**config.mk**
```make
export PLATFORM = sky130hd
export DESIGN_NAME = line_buffer_sched
export DESIGN_NICKNAME = d
export VERILOG_FILES = /design/src/rtl/line_buffer_sched.sv
export SDC_FILE = /design/constraint.sdc
export NUM_CORES = 1
export LEC_CHECK = 0
export ABC_CLOCK_PERIOD_IN_PS = 3300
export CAP_MARGIN = 20
export CORE_MARGIN = 2
export CORE_UTILIZATION = 51
export CTS_BUF_LIST = sky130_fd_sc_hd__clkbuf_4 sky130_fd_sc_hd__clkbuf_8
export CTS_CLUSTER_SIZE = 16
export DETAILED_ROUTE_END_ITERATION = 8
export PLACE_DENSITY = 0.88
export SYNTH_ARGS = -nofsm -noshare
export SYNTH_HDL_FRONTEND = slang
export SYNTH_SLANG_ARGS = --single-unit
```
**constraint.sdc**
```tcl
create_clock -name clk_in -period 3.3 [get_ports clk_in]
set_clock_uncertainty 0.2 [all_clocks]
set_input_delay 0.33 -clock clk_in [delete_from_list [all_inputs] [get_ports clk_in]]
set_output_delay 0.33 -clock clk_in [all_outputs]
set_load 0.05 [all_outputs]
```
**src/rtl/line_buffer_sched.sv**
```systemverilog
// line_buffer_sched
// Rotation controller for a 4-bank, 3-row line buffer. Steers accepted pixels
// into the bank being filled (zero-latency write path) and produces bank
// selects, hcount, centre-row vcount and valid aligned with the BRAM read
// latency.
// Optional feature macro: LBUF_PRIME_GATE_EN -- when defined, data_valid_out
// is suppressed until three full lines have been buffered after reset.

module line_buffer_sched #(
   parameter int HRES       = 320,
   parameter int VRES       = 240,
   parameter int ADDR_W     = $clog2(HRES),
   parameter int RD_LATENCY = 2
) (
   input  logic                  clk_in,
   input  logic                  rst_in,
   input  logic [10:0]           hcount_in,
   input  logic [9:0]            vcount_in,
   input  logic                  data_valid_in,
   output logic [3:0]            wr_en_out,
   output logic [ADDR_W-1:0]     wr_addr_out,
   output logic [ADDR_W-1:0]     rd_addr_out,
   output logic [2:0][1:0]       rd_sel_out,
   output logic [10:0]           hcount_out,
   output logic [9:0]            vcount_out,
   output logic                  data_valid_out,
   output logic                  primed_out
);

   typedef enum logic {
      PRIME = 1'b0,
      RUN   = 1'b1
   } state_t;

   state_t      state_q, state_d;
   logic [1:0]  wrBank_q, wrBank_d;
   logic [1:0]  fillCnt_q, fillCnt_d;
   logic        primed_q;

   logic        accepted;
   logic        lineEnd;
   logic        validIn;
   logic [9:0]  vcountAdj;
   logic [2:0][1:0] selIn;

   logic [RD_LATENCY-1:0][10:0]     hPipe_q;
   logic [RD_LATENCY-1:0][9:0]      vPipe_q;
   logic [RD_LATENCY-1:0]           validPipe_q;
   logic [RD_LATENCY-1:0][2:0][1:0] selPipe_q;

   // Input qualification, write steering and the values entering the read pipeline
   always_comb begin
      accepted    = data_valid_in && (hcount_in < 11'(HRES));
      lineEnd     = accepted && (hcount_in == 11'(HRES - 1));
      wr_en_out   = (accepted && !rst_in) ? (4'b0001 << wrBank_q) : 4'b0000;
      wr_addr_out = hcount_in[ADDR_W-1:0];
      rd_addr_out = hcount_in[ADDR_W-1:0];
      selIn[0]    = wrBank_q - 2'd3;
      selIn[1]    = wrBank_q - 2'd2;
      selIn[2]    = wrBank_q - 2'd1;
      if (vcount_in >= 10'd2) begin
         vcountAdj = vcount_in - 10'd2;
      end else begin
         vcountAdj = vcount_in + 10'(VRES) - 10'd2;
      end
`ifdef LBUF_PRIME_GATE_EN
      validIn = accepted && (state_q == RUN);
`else
      validIn = accepted;
`endif
   end

   // Next-state logic: bank pointer and fill count advance only on a line end
   always_comb begin
      state_d   = state_q;
      wrBank_d  = wrBank_q;
      fillCnt_d = fillCnt_q;
      if (lineEnd) begin
         wrBank_d = wrBank_q + 2'd1;
         if (fillCnt_q != 2'd3) begin
            fillCnt_d = fillCnt_q + 2'd1;
         end
      end
      case (state_q)
         PRIME: begin
            if (lineEnd && (fillCnt_q == 2'd2)) begin
               state_d = RUN;
            end
         end
         RUN: begin
            state_d = RUN;
         end
         default: begin
            state_d = PRIME;
         end
      endcase
   end

   // Control state registers; primed_out is a registered view of the RUN state
   always_ff @(posedge clk_in or posedge rst_in) begin
      if (rst_in) begin
         state_q   <= PRIME;
         wrBank_q  <= 2'd0;
         fillCnt_q <= 2'd0;
         primed_q  <= 1'b0;
      end else begin
         state_q   <= state_d;
         wrBank_q  <= wrBank_d;
         fillCnt_q <= fillCnt_d;
         primed_q  <= (state_q == RUN);
      end
   end

   // Read-side delay line matching BRAM read latency; shifts every cycle
   always_ff @(posedge clk_in or posedge rst_in) begin
      if (rst_in) begin
         hPipe_q     <= '0;
         vPipe_q     <= '0;
         validPipe_q <= '0;
         selPipe_q   <= '0;
      end else begin
         hPipe_q[0]     <= hcount_in;
         vPipe_q[0]     <= vcountAdj;
         validPipe_q[0] <= validIn;
         selPipe_q[0]   <= selIn;
         for (int i = 1; i < RD_LATENCY; i++) begin
            hPipe_q[i]     <= hPipe_q[i-1];
            vPipe_q[i]     <= vPipe_q[i-1];
            validPipe_q[i] <= validPipe_q[i-1];
            selPipe_q[i]   <= selPipe_q[i-1];
         end
      end
   end

   assign hcount_out     = hPipe_q[RD_LATENCY-1];
   assign vcount_out     = vPipe_q[RD_LATENCY-1];
   assign data_valid_out = validPipe_q[RD_LATENCY-1];
   assign rd_sel_out     = selPipe_q[RD_LATENCY-1];
   assign primed_out     = primed_q;

endmodule

```
## Word level (Yosys, flattened, before mapping)

Index checks and enable logic that the tools add are counted.

- Eq/ne operators: 3
- Add/subtract/negate cells: 8
- Reduce and logical (&&, ||, !) cells: 6
- $lt $le $gt $ge: 2
- Multipliers: 0
- Div/mod/pow operators: 0
- Multiplexer cells: 4
- Bitwise logic cells: 1
- Shift operators: 1

Operator list:

| cell | count |
|---|---|
| subtractor 10 x 2 -> 10 bit (second input constant) | 2 |
| == test 11 x 9 -> 1 bit (second input constant) | 1 |
| < comparator 11 x 9 -> 1 bit (second input constant) | 1 |
| adder 10 x 8 -> 10 bit (second input constant) | 1 |
| greater-or-equal comparator 10 x 2 -> 1 bit (second input constant) | 1 |
| two-way mux 10 bit | 1 |
| adder 2 x 1 -> 2 bit (second input constant) | 2 |
| logical AND 1 bit | 4 |
| two-way mux 4 bit | 1 |
| << shifter 1 x 2 -> 4 bit (first input constant) | 1 |
| subtractor 2 bit (second input constant) | 2 |
| == test 2 bit (second input constant) | 1 |
| inequality test 2 bit (second input constant) | 1 |
| case mux 1 bit (2 select lines) | 1 |
| AND reduction 2 bit | 1 |
| subtractor 2 x 1 -> 2 bit (second input constant) | 1 |
| logical NOT 1 bit | 1 |
| two-way mux 1 bit | 1 |
| NOT 1 bit | 1 |

- Memory bits (read-only): 0
- Logic and storage cells: 40
- Memories kept: 0
- Bits in latches: 0
- RAM bits: 0
- Register bits: 62

## Longest topological paths before layout

- Depth after elaboration: 6
- Depth in mapped cells: 5
- Gate-level depth less buffers: 5

## Worst setup path before layout

No wires, ideal clock.

- Path type: input to output
- Start point: in hcount_in[10]
- End point: out wr_en_out[0]
- Buffers on the path: 0
- Path slack: 1.275 ns
- Cell stages on the path: 3
- Arrival: 1.495 ns
- Data required time: 2.770 ns
- Cell sequence: or3b_4 -> a211oi_1 -> and2_1

- Word-level cells in the longest chain between the ends: 4

RTL lines:

| item | RTL line | source |
|---|---|---|
| start, declared | 17 | `input logic [10:0] hcount_in,` |
| < comparator 11 x 9 -> 1 bit | 53 | `accepted = data_valid_in && (hcount_in < 11'(HRES));` |
| logical AND 1 bit | 53 |  |
| logical AND 1 bit | 55 | `wr_en_out = (accepted && !rst_in) ? (4'b0001 << wrBank_q) : 4'b0000;` |
| two-way mux 4 bit | 55 |  |
| end, declared | 20 | `output logic [3:0] wr_en_out,` |

Every way passes these cells.

## Worst setup path after layout

- Start point: in hcount_in[7]
- End point: out wr_en_out[2]

The elaborated chain is that of the path after synthesis.

==> impl_metrics.tcl <==
set metrics [dict create \
    status "complete, no violations" \
    nets 239 \
    synth_top_area_share 0.661 \
    finalSetupViolCount 0 \
    fp.dieH_um 70.7 \
    period_needed_ps 2470 \
    synth_top_family_by_area "buffers and inverters" \
    synthMuxAreaShare 0.0138 \
    rows 24 \
    grt_pass1_wl_mm 5.55 \
    synthCells 167 \
    n_fill_cell 314 \
    synthAdderAreaFrac 0.0386 \
    finalPower_uw 1740 \
    maxCapViolCount 0 \
    ant_nets 0 \
    yosys_warnings 0 \
    grt_pass1_vias 1178 \
    postCtsSetupBuffers 0 \
    cts-root-buf "clkbuf_8" \
    grt_max_degree 44 \
    synth.distinct_cells 32 \
    synth_area_leaders "dfrtp_1, buf_4, ha_1, inv_1, xnor2_1" \
    cts_tree "done" \
    initial_core_util 0.525 \
    rsz0062_at_grt "false" \
    cts_buffers 9 \
    via_per_inst 4.52 \
    grtUsageTotal 0.153 \
    syn_nets 198 \
    syn-cell-area_um2 2270 \
    required_ps 2770 \
    stdcell_count 264 \
    avgSynthCellArea_um2 13.6 \
    route.vias.total 1193 \
    place_inst 249 \
    holdCritPathClass "reg -> reg" \
    drc_errors 0 \
    yosys.area_share.simple 0.0771 \
    cts_sinks 60 \
    holdBufCountCts 0 \
    peakVddDrop_mv 0.360 \
    port-buffer-count 74 \
    clockBufferDepth 2 \
    crit_fanout 4 \
    place_congestion 0.872 \
    h-tree-depth 3 \
    arrival_ps 1940 \
    clk_pin_slew_ps 60 \
    routedWlPerCell_um 13.5 \
    synth-xor-area-share 0.0154 \
    regArea_um2 1500 \
    synth-seq-cells 60 \
    timing.slew.headroom 0.450 \
    finalCritPeriodShare 0.750 \
    clk-insertion-delay-late_ps 330 \
    syn2layout_area_growth_pct 30.4 \
    synth_compound_area_frac 0.0287 \
    end_kind "output port" \
    coreArea_um2 4320 \
    finalCoreUtilization 0.685 \
    p_per_area_nw_per_um2 587 \
    antenna_found_initial 0 \
    hpwl_mm 2.62 \
    yosysTopAreaCell "dfrtp_1" \
    first_iter_violations 83 \
    first_pass_iters 4 \
    worst_pin_slew_ps 824 \
    antenna_cells 0 \
    hold_viol 0 \
    layout_commonest_cell "clkdlybuf4s50_1" \
    post_cts_resize_count 0 \
    dieArea_um2 5000 \
    layout_common_cells "clkdlybuf4s50_1, dfrtp_1, clkbuf_8, inv_1, ha_1" \
    leakagePower_uw 0.00133 \
    grt-ovfl-total 0 \
    start_kind "primary input" \
    multi_input_area_um2 394 \
    fp.dieW_um 70.7 \
    path_class "in -> out" \
    maxSlewViolCount 0 \
    drive_gt1_frac 0.123 \
    synth-seq-area-share 0.661 \
    fmax_mhz 404 \
    wl_mm 3.56 \
    io_pins 75 \
    tns_ps 0 \
]
[kinds of logic (layout without fill, tap and decap cells)]
family / count (synthesis) / count (layout)
adders and majority gates: 7 / 7
DFF: 60 / 60
buffers and inverters: 55 / 100
and+or+nand+nor: 28 / 28
AOI/OAI and AO/OA: 10 / 10
muxes: 3 / 3
xor gates and xnor gates: 4 / 4
[flip-flops by register name, indices dropped and copies added (netlist names)]
| signal | flops |
|---|---|
| hPipe_q | 11 |
| hcount_out | 11 |
| vPipe_q | 10 |
| vcount_out | 10 |
| rd_sel_out | 5 |
| selPipe_q | 5 |
| fillCnt_q | 2 |
| validPipe_q | 2 |
| wrBank_q | 2 |
| primed_out | 1 |
| state_q | 1 |
[area by class of cell]
class | instances | area share
sequential | 60 | 0.507
timing repair buffer | 75 | 0.249
multi-input combinational | 52 | 0.133
clock buffer | 11 | 0.0511
clock inverter | 4 | 0.0245
tap | 52 | 0.0220
inverter | 10 | 0.0127
[final timing paths]
check / start / end / slack, ps / depth (start not counted)
worst min register to register: selPipe_q[2] / rd_sel_out[2] / 150 / 0
min in group asynchronous: rst_in / selPipe_q[4] / 310 / 2
worst min-delay path: selPipe_q[2] / rd_sel_out[2] / 150 / 0
max in group asynchronous: rst_in / vPipe_q[4] / 1840 / 3
worst max register to register: fillCnt_q[0] / fillCnt_q[0] / 1650 / 4
worst max-delay path: hcount_in[7] / wr_en_out[2] / 830 / 5
[stage by stage]
stage / cell area, um2 / hold WS [ps] / setup slack [ps]
finish: 2960 / 147 / 826
detailed placement: 2740 / 135 / 835
CTS: 2960 / 148 / 825
global route: 2960 / 153 / 678
global placement: 2740 / 133 / 856
floorplan: 2270 / 131 / 1270
[Yosys cell counts]
library cell and number:
or4_4 1, a211oi_1 2, ha_1 7, nor4_1 1
dfrtp_1 60, and3_1 1, nor4_2 1, nor3_1 2
and2_1 4, o31ai_1 1, inv_1 10, o21ai_0 1
or3b_4 1, nand2_1 2, nand4_1 1, nor2b_1 1
or3_1 1, nand2b_1 1, nand3_1 3, a21o_1 2
nand4b_1 1, or4_1 1, buf_4 45, mux2_2 1
or2_2 1, a21oi_1 3, xnor2_1 3, nor3b_1 1
mux2i_1 2, nor2_1 4, a21boi_0 1, xor2_1 1
[metal layers]
metal / share of wire / wire [um] / track usage / vias to the layer above
met5: 0 / 0 / 0 / -
met4: 0.036 / 127 / 0.103 / 0
met3: 0.075 / 266 / 0.0641 / 11
met2: 0.48 / 1700 / 0.228 / 53
met1: 0.41 / 1470 / 0.180 / 552
li1: - / - / - / 577
[power breakdown]
group	internal, uW	switching [uW]
clock	460	261
sequential	770	9.13
combinational	81.6	155
[critical path, stage by stage]
cell and delay [ps]:
clkdlybuf4s50_1 470, or2_2 370, a211oi_1 390, and2_1 190
buf_4 200
Note: power is estimated with default switching activity, not from simulation.
